--- src/rtl/fft_pkg.sv ---
// Shared definitions for the radix-2 FFT sequencer: FSM state codes and the
// per-stage butterfly partner mask.
package fft_pkg;

    localparam logic [1:0] ST_IDLE  = 2'd0;
    localparam logic [1:0] ST_RUN   = 2'd1;
    localparam logic [1:0] ST_DRAIN = 2'd2;
    localparam logic [1:0] ST_DONE  = 2'd3;

    // Mask with the top s bits of an aw-bit bank address set; XOR with it
    // gives the butterfly partner address in the other bank pair.
    function automatic logic [31:0] stage_mask(input int aw, input int s);
        logic [31:0] m;
        m = '0;
        for (int i = 0; i < 32; i++) begin
            if (i < aw && i >= aw - s) m[i] = 1'b1;
        end
        return m;
    endfunction

endpackage

--- src/rtl/fft_seq_ctrl_delay.sv ---
// Shift register carrying read-time control fields to the write side.
// Flush clears only the valid bits; data is qualified by valid downstream.
module ctrl_delay #(
    parameter int DEPTH = 3,
    parameter int WIDTH = 8
) (
    input  logic             clk,
    input  logic             flush,
    input  logic             vld_in,
    input  logic [WIDTH-1:0] data_in,
    output logic             vld_out,
    output logic [WIDTH-1:0] data_out
);

    logic [DEPTH-1:0] vld_sr;
    logic [WIDTH-1:0] data_sr [DEPTH];

    // Valid chain, cleared in one cycle by flush.
    always_ff @(posedge clk) begin
        if (flush) begin
            vld_sr <= '0;
        end else begin
            vld_sr[0] <= vld_in;
            for (int i = 1; i < DEPTH; i++) vld_sr[i] <= vld_sr[i-1];
        end
    end

    // Data chain, free-running with no reset.
    always_ff @(posedge clk) begin
        data_sr[0] <= data_in;
        for (int i = 1; i < DEPTH; i++) data_sr[i] <= data_sr[i-1];
    end

    assign vld_out  = vld_sr[DEPTH-1];
    assign data_out = data_sr[DEPTH-1];

endmodule

--- src/rtl/fft_seq_ctrl.sv ---
// Stage/address sequencer for the in-place radix-2 FFT engine of size
// 2^LOG2N. Generates bank read addresses, twiddle addresses, crossbar
// selects and PE-latency-aligned write controls, with start/abort handshake.
module fft_seq_ctrl
    import fft_pkg::*;
#(
    parameter int LOG2N    = 8,
    parameter int PIPE_LAT = 2,
    parameter int RD_LAT   = 1,
    localparam int AW      = LOG2N - 2,
    localparam int NSTG    = LOG2N - 1,
    localparam int SW      = $clog2(LOG2N - 1)
) (
    input  logic          clk,
    input  logic          reset,
    input  logic          start,
    input  logic          abort,
    output logic          busy,
    output logic          done,
    output logic [SW-1:0] stage,
    output logic [AW-1:0] rd_addr0,
    output logic [AW-1:0] rd_addr1,
    output logic          rd_swap,
    output logic [AW-1:0] tf_addr,
    output logic          bypass,
    output logic [3:0]    wr_en,
    output logic [AW-1:0] wr_addr0,
    output logic [AW-1:0] wr_addr1,
    output logic          wr_swap
);

    localparam int DLY = RD_LAT + PIPE_LAT;
    localparam int DW  = 2 * AW + 1;

    // c keeps counting through DRAIN; its extra top bit keeps the drain
    // count clear of the address range.
    localparam logic [AW:0]   C_RUN_LAST   = (AW+1)'((1 << AW) - 1);
    localparam logic [AW:0]   C_DRAIN_LAST = (AW+1)'((1 << AW) + DLY - 1);
    localparam logic [SW-1:0] S_LAST       = SW'(NSTG - 1);

    logic [1:0]    state;
    logic [AW:0]   c;
    logic [SW-1:0] s;
    logic          run;
    logic          active;
    logic [AW-1:0] ca;
    logic [31:0]   mask_full;
    logic [AW-1:0] mask;
    logic [AW-1:0] rsh;
    logic [AW:0]   wsh;
    logic [DW-1:0] dly_in;
    logic [DW-1:0] dly_out;
    logic          dly_vld;

    // Sequencer FSM; reset and abort both drop straight back to idle.
    always_ff @(posedge clk) begin
        if (reset || abort) begin
            state <= ST_IDLE;
            c     <= '0;
            s     <= '0;
        end else begin
            case (state)
                ST_IDLE: begin
                    if (start) begin
                        state <= ST_RUN;
                        c     <= '0;
                        s     <= '0;
                    end
                end
                ST_RUN: begin
                    c <= c + {{AW{1'b0}}, 1'b1};
                    if (c == C_RUN_LAST) state <= ST_DRAIN;
                end
                ST_DRAIN: begin
                    if (c == C_DRAIN_LAST) begin
                        c <= '0;
                        if (s == S_LAST) begin
                            state <= ST_DONE;
                        end else begin
                            s     <= s + {{(SW-1){1'b0}}, 1'b1};
                            state <= ST_RUN;
                        end
                    end else begin
                        c <= c + {{AW{1'b0}}, 1'b1};
                    end
                end
                ST_DONE: begin
                    state <= ST_IDLE;
                    s     <= '0;
                end
                default: state <= ST_IDLE;
            endcase
        end
    end

    assign run       = (state == ST_RUN);
    assign active    = (state == ST_RUN) || (state == ST_DRAIN);
    assign ca        = c[AW-1:0];
    assign mask_full = stage_mask(AW, int'(s));
    assign mask      = mask_full[AW-1:0];

    // rsh[0] = c[AW-s] (zero at s=0); wsh[0] = c[AW-1-s] (zero at s=AW).
    assign rsh = ca >> (AW - int'(s));
    assign wsh = {ca, 1'b0} >> (AW - int'(s));

    assign busy     = active;
    assign done     = (state == ST_DONE);
    assign stage    = s;
    assign bypass   = active && (s == S_LAST);
    assign rd_addr0 = run ? ca : '0;
    assign rd_addr1 = run ? (ca ^ mask) : '0;
    assign rd_swap  = run & rsh[0];
    assign tf_addr  = run ? AW'(ca << s) : '0;

    assign dly_in = {ca, ca ^ mask, wsh[0]};

    ctrl_delay #(
        .DEPTH (DLY),
        .WIDTH (DW)
    ) u_delay (
        .clk      (clk),
        .flush    (reset | abort),
        .vld_in   (run),
        .data_in  (dly_in),
        .vld_out  (dly_vld),
        .data_out (dly_out)
    );

    assign wr_en    = {4{dly_vld}};
    assign wr_addr0 = dly_vld ? dly_out[DW-1:AW+1] : '0;
    assign wr_addr1 = dly_vld ? dly_out[AW:1] : '0;
    assign wr_swap  = dly_vld & dly_out[0];

endmodule
--- config.mk ---
export PLATFORM = sky130hd
export DESIGN_NAME = fft_seq_ctrl
export DESIGN_NICKNAME = d
export VERILOG_FILES = /design/src/rtl/fft_pkg.sv /design/src/rtl/fft_seq_ctrl_delay.sv /design/src/rtl/fft_seq_ctrl.sv
export SDC_FILE = /design/constraint.sdc
export NUM_CORES = 1
export LEC_CHECK = 0
export ABC_AREA = 1
export BUFFER_PORTS_ARGS = -buffer_cell sky130_fd_sc_hd__buf_2
export CAP_MARGIN = 0
export CORE_ASPECT_RATIO = 0.7
export CORE_MARGIN = 3
export CORE_UTILIZATION = 56
export CTS_BUF_LIST = sky130_fd_sc_hd__clkbuf_8
export DETAILED_ROUTE_END_ITERATION = 10
export PLACE_DENSITY = 0.81
export SYNTH_ARGS = -nofsm -noshare
export SYNTH_HDL_FRONTEND = slang
export SYNTH_SLANG_ARGS = --single-unit
--- constraint.sdc ---
create_clock -name clk -period 2.5 [get_ports clk]
set_clock_uncertainty 0.15 [all_clocks]
set_input_delay 0.25 -clock clk [delete_from_list [all_inputs] [get_ports clk]]
set_output_delay 0.25 -clock clk [all_outputs]
set_load 0.05 [all_outputs]
==> results of run 1 <==
layer usage:
metal | wire (um) | global-route usage | share of wire | up-vias
li1 | - | - | - | 964
met1 | 2150 | 0.276 | 0.47 | 825
met2 | 2070 | 0.344 | 0.46 | 55
met3 | 298 | 0.0532 | 0.066 | 2
met4 | 7 | 0.0332 | 0.0015 | 0
met5 | 0 | 0 | 0 | -
what timing repair did:
item	4_1_cts	5_1_grt
endpoints found under the setup margin	1	5
setup buffers	0	0
resized for setup	1	5
endpoints found under the hold margin	0	0
cell usage after synthesis (3+ instances only):
| library cell | number |
|---|---|
| a21oi_1 | 9 |
| nand4_1 | 3 |
| buf_4 | 4 |
| o21ai_1 | 3 |
| inv_2 | 4 |
| nand2_1 | 65 |
| inv_1 | 46 |
| o21ai_0 | 7 |
| xnor2_1 | 3 |
| nand2_2 | 3 |
| ha_1 | 12 |
| xor2_1 | 4 |
| nand3_1 | 17 |
| buf_2 | 4 |
| dfxtp_1 | 54 |
| nor2_1 | 29 |
cell families after synthesis:
| family | count (synthesis) | synth area share |
|---|---|---|
| AO/OA/AOI/OAI | 25 | 0.0611 |
| XOR/XNOR | 9 | 0.0413 |
| adder cells (fa/ha/maj) | 12 | 0.0661 |
| buffers and inverters | 60 | 0.108 |
| flip-flops | 54 | 0.476 |
| AND/OR/NAND/NOR | 128 | 0.248 |
layout make-up:
class                           instances  area (sq um)
Timing Repair Buffer                   50           265
Sequential cell                        54          1090
Clock inverter                          3          43.8
Fill cell                             307          1010
Inverter                               50           188
Multi-Input combinational cell        174           992
Clock buffer                            5          68.8
Tap cell                               50          62.6
state kept, by name, summed over array words and instances (netlist names):
name,cells
state,2
stage,3
c,7
u_delay.data_sr,39
u_delay.vld_sr,3
metrics by stage:
stage	utilization	power, mW	setup slack, ns
2_1_floorplan	-	1.04	-0.0961
3_3_place_gp	0.692	1.08	0.360
3_5_place_dp	0.692	1.08	0.329
4_1_cts	0.722	1.64	0.00134
5_1_grt	0.728	1.70	0.0109
6_report	0.728	1.64	0.168
final timing paths:
| check | start | end | slack (ns) | depth (start not counted) |
|---|---|---|---|---|
| worst max-delay path | stage[0] | rd_addr1[1] | 0.17 | 9 |
| worst min-delay path | reset | state[0] | 0.12 | 4 |
| worst min register to register | u_delay.data_sr[0][6] | u_delay.data_sr[0][19] | 0.18 | 0 |
| worst max register to register | stage[0] | stage[2] | 0.54 | 8 |
report_power, final:
group / switching [mW] / internal [mW]
sequential: 0.0180 / 0.893
combinational: 0.105 / 0.0495
clock: 0.270 / 0.300
total: 0.393 / 1.24
worst reg2reg max path, stage by stage (launching register included):
cell,delay [ns]
dfxtp_2,0.47
inv_2,0.07
buf_4,0.17
ha_1,0.22
nand2_1,0.10
o21bai_1,0.08
nand3b_1,0.29
a21oi_1,0.24
nor2_1,0.07
==> impl_metrics.json, run 1 <==
{
  "grt_usage": 0.207,
  "diodes": 0,
  "antenna_found_initial": 0,
  "drt_iter0_drc": 110,
  "slowest_delay_ns": 0.47,
  "path_clk_slew_ns": 0.09,
  "dpl-instance-area_sq_um": 2570,
  "synth.avg_cell_area_sq_um": 7.89,
  "syn_inst": 288,
  "drive_gt1_frac": 0.244,
  "hold_violations": 0,
  "setup_viol": 0,
  "p_per_area_nw_per_um2": 604,
  "cp_common_cell": "nand2_1",
  "outcome": "finished clean",
  "crit_family": "simple AND/OR/NAND/NOR gates",
  "rows": 18,
  "dieArea_sq_um": 4870,
  "fin_area_sq_um": 2710,
  "yosysSeqAreaShare": 0.476,
  "async_reset_ff_frac": 0,
  "grt_remaining_overflow": 0,
  "placedCellCount": 378,
  "min_path_type": "in2reg",
  "core_sq_um": 3720,
  "fin_nets": 351,
  "finalSetupTns_ns": 0,
  "postSynthNetCount": 304,
  "whs_ns": 0.124,
  "maxCapViolCount": 0,
  "grt_max_degree": 18,
  "path_buf_inv": 2,
  "synth_edf_count": 0,
  "power.leakage_nw": 1.42,
  "clock.fmax_mhz": 429,
  "layout_common_cells": "nand2_1, dfxtp_1, inv_1, buf_2, nor2_1",
  "path_max_fanout": 13,
  "cts_hold_buf": 0,
  "crit_chain": "ha_1, nand2_2, nand2_4, inv_2, nand2_1, nand2_1, xnor2_2, nor2_4, clkbuf_4",
  "vias": 1846,
  "hpwl_um": 3450,
  "drtPass1Iterations": 4,
  "end_kind": "output port",
  "cts_tree": "built",
  "fp.dieW_um": 82.1,
  "min_period_over_period": 0.933,
  "drcViolationCount": 0,
  "crit_type": "reg2out",
  "cp_slowest_cell": "dfxtp_2",
  "ir_worst_vdd_mv": 0.330,
  "synth.area.top_cells": "dfxtp_1, nand2_1, inv_1",
  "boundaryPins": 46,
  "timing.final.max_slew_violations": 0,
  "die_h_um": 59.3,
  "required_ns": 2.10,
  "cts_buffer_depth": 2,
  "yosys_register_bits": 54,
  "grt_pass1_vias": 1683,
  "synth_top_area_share": 0.476,
  "synth_area_leader_cell": "dfxtp_1",
  "synthFlopType": "dfxtp_1",
  "via_per_inst": 4.78,
  "final_cells": 386,
  "crit_arrival_ns": 1.93,
  "ctsHtreeMaxLevel": 2,
  "grt_pass1_wl_um": 7690,
  "drtAntennaViolNets": 0,
  "synth_area_sq_um": 2270,
  "cts_buffers": 5,
  "rsz0062_at_grt": "false",
  "worst_pin_slew_ns": 0.555,
  "wl_per_cell_um": 11.7,
  "yosys_warnings": 0,
  "syn2layout_area_growth_pct": 19.1,
  "cts_sinks": 54,
  "layout_min_cycle_time_ns": 2.33,
  "final_common_cell": "nand2_1",
  "clk_latency_ns": 0.30,
  "synth.distinct_cells": 30,
  "relSlewSlack": 0.629,
  "drt_wl_total_um": 4530,
  "gp_congestion": 0.911,
  "port_buffers": 45,
  "initial_utilization": 0.611,
  "root_buffer": "clkbuf_8",
  "crit_path_start_kind": "flip-flop"
}
(Power assumes the default switching activity.)
==> run 2: changes to the inputs <==
--- a/config.mk
+++ b/config.mk
@@ -5,15 +5,14 @@
 export SDC_FILE = /design/constraint.sdc
 export NUM_CORES = 1
 export LEC_CHECK = 0
-export ABC_AREA = 1
 export BUFFER_PORTS_ARGS = -buffer_cell sky130_fd_sc_hd__buf_2
 export CAP_MARGIN = 0
 export CORE_ASPECT_RATIO = 0.7
 export CORE_MARGIN = 3
-export CORE_UTILIZATION = 56
+export CORE_UTILIZATION = 57
 export CTS_BUF_LIST = sky130_fd_sc_hd__clkbuf_8
 export DETAILED_ROUTE_END_ITERATION = 10
-export PLACE_DENSITY = 0.81
+export PLACE_DENSITY = 0.82
 export SYNTH_ARGS = -nofsm -noshare
 export SYNTH_HDL_FRONTEND = slang
 export SYNTH_SLANG_ARGS = --single-unit
==> impl_metrics.json, run 2 <==
{
  "synth_area_leader_cell": "dfxtp_1",
  "synth.avg_cell_area_sq_um": 9.89,
  "r2r-start": "state[0]",
  "synth_top_area_share": 0.461,
  "setup_viol": 0,
  "layout_common_cells": "dfxtp_1, buf_2, and2_1, nor2_1",
  "postSynthNetCount": 253,
  "rsz0062_at_grt": "false",
  "fp.dieW_um": 82.7,
  "hold_start": "u_delay.data_sr[0][23]",
  "yosysSeqAreaShare": 0.461,
  "path_clk_slew_ns": 0.09,
  "antenna_found_initial": 0,
  "drt_iter0_drc": 126,
  "power.leakage_nw": 1.22,
  "timing.final.max_slew_violations": 0,
  "async_reset_ff_frac": 0,
  "largestRegisters": "u_delay.data_sr: 39 flops, c: 7 flops",
  "required_ns": 2.10,
  "rows": 18,
  "grt_remaining_overflow": 0,
  "drcViolationCount": 0,
  "vias": 1781,
  "gp_congestion": 0.774,
  "largest_register_ffs": 39,
  "utilization": 0.733,
  "crit_type": "reg2out",
  "layout_min_cycle_time_ns": 2.40,
  "grt_max_degree": 18,
  "relSlewSlack": 0.638,
  "fin_nets": 294,
  "cts_sinks": 54,
  "syn_inst": 237,
  "synth_commonest_cells": "dfxtp_1, and2_1, nor2_1, ha_1, nand2_1",
  "crit_path_start_kind": "flip-flop",
  "drtAntennaViolNets": 0,
  "diodes": 0,
  "grt_pass1_wl_um": 7680,
  "worst_pin_slew_ns": 0.542,
  "ctsHtreeMaxLevel": 2,
  "outcome": "finished clean",
  "cts_tree": "built",
  "clk_latency_ns": 0.30,
  "drtPass1Iterations": 4,
  "final_common_cell": "dfxtp_1",
  "cts_hold_buf": 0,
  "ir_worst_vdd_mv": 0.371,
  "port_buffers": 45,
  "boundaryPins": 46,
  "yosys_register_bits": 54,
  "core_sq_um": 3740,
  "nFillCells": 288,
  "grt_pass1_vias": 1624,
  "grt_usage": 0.206,
  "root_buffer": "clkbuf_8",
  "whs_ns": 0.181,
  "p_per_area_nw_per_um2": 511,
  "crit_arrival_ns": 2.00,
  "regMostFlops": "u_delay.data_sr",
  "synth.area.top_cells": "dfxtp_1, and2_1, ha_1",
  "cts_buffer_depth": 2,
  "yosys_warnings": 0,
  "clock.fmax_mhz": 416,
  "hold_violations": 0,
  "cts_buffers": 5,
  "synth_area_sq_um": 2340,
  "initial_utilization": 0.627,
  "synthFlopType": "dfxtp_1",
  "synth.most_common_cell": "dfxtp_1",
  "min_path_type": "reg2reg",
  "dieArea_sq_um": 4930,
  "drt_wl_total_um": 4690,
  "die_h_um": 59.7,
  "via_per_inst": 5.43,
  "path_max_fanout": 12,
  "syn2layout_area_growth_pct": 16.9,
  "drive_gt1_frac": 0.273,
  "synth_edf_count": 0,
  "end_kind": "output port",
  "min_period_over_period": 0.961,
  "hpwl_um": 3270,
  "synth.distinct_cells": 47,
  "wl_per_cell_um": 14.3,
  "startpoint": "stage[0]",
  "maxCapViolCount": 0
}
[run 2: changes by cell type after synthesis, moves of 8 or more]
cell,delta
mux2i_1,+8
and2_1,+27
nand2_1,-55
nand3_1,-12
nor2_1,-13
inv_1,-38
[run 2: path summary, 6_finish.rpt]
kind	endpoint	slack, ns	depth (start not counted)
min	u_delay.data_sr[0][36]	0.18	0
min reg2reg	u_delay.data_sr[0][36]	0.18	0
max	rd_addr1[4]	0.1	5
max reg2reg	stage[2]	0.38	6
[run 2: final cells by class]
class / instances / area (sq um) / area share
timing repair buffer: 53 / 285 / 0.104
clock inverter: 2 / 13.8 / 0.00502
sequential: 54 / 1090 / 0.398
multi-input combinational: 156 / 1190 / 0.434
inverter: 8 / 30.0 / 0.0110
tap: 50 / 62.6 / 0.0228
clock buffer: 5 / 68.8 / 0.0251
[run 2: report_power, final]
group / switching (mW) / internal (mW) / leakage [nW]
logic: 0.0450 / 0.0254 / 0.746
registers: 0.00354 / 0.864 / 0.438
clock network: 0.270 / 0.192 / 0.0406
[run 2: repair_timing]
item,CTS,global route
pin swaps,0,0
setup buffers,3,0
endpoints found under the setup margin,7,5
gates resized for setup,5,3
[run 2: per-stage QoR]
| step | area (sq um) | std cells | setup slack [ns] | power (mW) | TNS, ns |
|---|---|---|---|---|---|
| 6_report | 2740 | 328 | 0.0966 | 1.40 | 0 |
| 5_1_grt | 2740 | 328 | 0.0252 | 1.45 | 0 |
| 4_1_cts | 2730 | 328 | 0.0173 | 1.42 | 0 |
| 3_5_place_dp | 2600 | 318 | 0.209 | 0.958 | 0 |
| 3_3_place_gp | 2600 | 318 | 0.276 | 0.955 | 0 |
| 2_1_floorplan | 2390 | 237 | -0.0436 | 0.937 | -0.0436 |
[run 2: kinds of logic (layout without fill, tap and decap cells)]
family | after synthesis | after routing | share of synthesized area
compound gates | 32 | 32 | 0.0902
xor+xnor | 8 | 8 | 0.0299
fa+ha+maj | 12 | 12 | 0.0640
buf+inv | 27 | 68 | 0.0555
flops | 54 | 54 | 0.461
mux | 11 | 11 | 0.0614
simple gates | 93 | 93 | 0.238
[run 2: worst max-delay path, cell delays in order (launching register included)]
cell and delay [ns]:
dfxtp_4 0.45, inv_1 0.15, ha_1 0.26, or3_2 0.46
and3_1 0.18, buf_2 0.20
[run 2: per-layer routing]
metal  wire (um)  track usage  share of wire
met3         270       0.0452          0.058
met4          54       0.0606          0.012
met1        2190        0.285           0.47
met2        2170        0.326           0.46
met5           0            0              0
==> run 3: changes to the inputs <==
--- a/config.mk
+++ b/config.mk
@@ -5,7 +5,7 @@
 export SDC_FILE = /design/constraint.sdc
 export NUM_CORES = 1
 export LEC_CHECK = 0
-export BUFFER_PORTS_ARGS = -buffer_cell sky130_fd_sc_hd__buf_2
+export BUFFER_PORTS_ARGS = -buffer_cell sky130_fd_sc_hd__buf_4
 export CAP_MARGIN = 0
 export CORE_ASPECT_RATIO = 0.7
 export CORE_MARGIN = 3
==> impl_metrics.json, run 3 (same netlist as run 2, synthesis figures left out) <==
{
  "outcome": "finished clean",
  "grt_usage": 0.211,
  "end_kind": "output port",
  "dpl-instance-area_sq_um": 2710,
  "use_met2": 0.360,
  "cts_tree": "built",
  "rows": 18,
  "worst_pin_slew_ns": 0.558,
  "grt_remaining_overflow": 0,
  "drtPass1Iterations": 4,
  "gp_congestion": 0.816,
  "ctsHtreeMaxLevel": 2,
  "drt_wl_total_um": 4840,
  "final_cells": 327,
  "final_common_cell": "dfxtp_1",
  "grt_util_met3": 0.0708,
  "regMostFlops": "u_delay.data_sr",
  "cts_sinks": 54,
  "grt_pass1_vias": 1629,
  "grt_util_met1": 0.261,
  "initial_utilization": 0.627,
  "fp.dieW_um": 82.7,
  "largestRegisters": "u_delay.data_sr: 39 flops, c: 7 flops",
  "clk_latency_ns": 0.31,
  "drtAntennaViolNets": 0,
  "r2r-start": "state[0]",
  "cts_buffer_depth": 2,
  "path_clk_slew_ns": 0.09,
  "core_sq_um": 3740,
  "via_per_inst": 5.45,
  "top_usage_layer": "met2",
  "min_path_type": "reg2reg",
  "diodes": 0,
  "path_max_fanout": 12,
  "totalPowerFinal_mw": 1.40,
  "timing.final.max_slew_violations": 0,
  "port_buffers": 45,
  "relSlewSlack": 0.628,
  "hpwl_um": 3490,
  "fin_nets": 293,
  "crit_arrival_ns": 2.00,
  "crit_path_start_kind": "flip-flop",
  "hold_start": "u_delay.data_sr[0][3]",
  "rsz0062_at_grt": "false",
  "ff2ff_setup_slack_ns": 0.37,
  "whs_ns": 0.183,
  "cts_buffers": 5,
  "min_period_over_period": 0.961,
  "holdPathEnd": "u_delay.data_sr[0][16]",
  "die_h_um": 59.7,
  "placedCellCount": 318,
  "drive_gt1_frac": 0.267,
  "cts_hold_buf": 0,
  "setup_viol": 0,
  "layout_common_cells": "dfxtp_1, buf_4, and2_1, nor2_1",
  "dieArea_sq_um": 4930,
  "drcViolationCount": 0,
  "power.leakage_nw": 1.21,
  "p_per_area_nw_per_um2": 493,
  "boundaryPins": 46,
  "layout_min_cycle_time_ns": 2.40,
  "clock.fmax_mhz": 416,
  "wl_per_cell_um": 14.8,
  "syn2layout_area_growth_pct": 21.2,
  "required_ns": 2.10,
  "grt_pass1_wl_um": 7660,
  "ir_worst_vdd_mv": 0.571,
  "crit_type": "reg2out",
  "hold_depth": 0,
  "fin_area_sq_um": 2840,
  "antenna_found_initial": 0,
  "maxCapViolCount": 0,
  "drt_iter0_drc": 96,
  "grt_max_degree": 18,
  "reg2reg_depth": 6,
  "vias": 1783,
  "largest_register_ffs": 39,
  "hold_violations": 0,
  "root_buffer": "clkbuf_8",
  "r2r-end": "c[0]"
}
[run 3: changes by cell type in the layout (fill, tap and decap cells not counted), sizes merged]
cell	before	now
buf	53	52
[run 3: per-stage QoR]
stage	setup TNS (ns)	setup slack (ns)	util
CTS	0	0.0428	0.754
global route	0	0.0232	0.760
detailed placement	0	0.230	0.725
floorplan	-0.0436	-0.0436	-
global placement	0	0.314	0.725
finish	0	0.0972	0.760
[run 3: worst max path at each step]
stage	start	to	slack [ns]	cells after the start
after floorplan	stage[0]	rd_swap	-0.04	8
after global placement	stage[0]	rd_addr1[5]	0.31	5
after detailed placement	stage[0]	rd_swap	0.23	5
after CTS	stage[0]	rd_addr1[4]	0.04	6
after global routing	stage[0]	rd_addr1[4]	0.02	5
final	stage[0]	rd_addr1[4]	0.1	5
[run 3: cell type report]
class | instances | area [sq um]
flip-flops and latches | 54 | 1090
inverters | 8 | 30.0
fillers | 273 | 897
repair buffers | 52 | 388
clock buffers | 5 | 68.8
well taps | 50 | 62.6
multi-input cells | 156 | 1190
clock inverters | 2 | 13.8
[run 3: repair_timing]
action / 4_1_cts / 5_1_grt
setup endpoints to repair: 7 / 6
buffers inserted: 2 / 0
gates resized for setup: 3 / 3
[run 3: power breakdown]
part | internal [mW] | total (mW) | switching [mW]
registers | 0.864 | 0.867 | 0.00339
logic | 0.0272 | 0.0717 | 0.0445
clock network | 0.192 | 0.463 | 0.270
total | 1.08 | 1.40 | 0.318
[run 3: per-layer routing]
| metal | part of all wire | wire length (um) |
|---|---|---|
| met5 | 0 | 0 |
| met4 | 0.012 | 57 |
| met3 | 0.069 | 333 |
| met2 | 0.49 | 2380 |
| met1 | 0.43 | 2060 |
[run 3: critical path: stages (launching register included)]
cell and delay [ns]:
dfxtp_4 0.44, inv_1 0.16, ha_1 0.27, or3_2 0.46, and3_1 0.19, buf_4 0.18
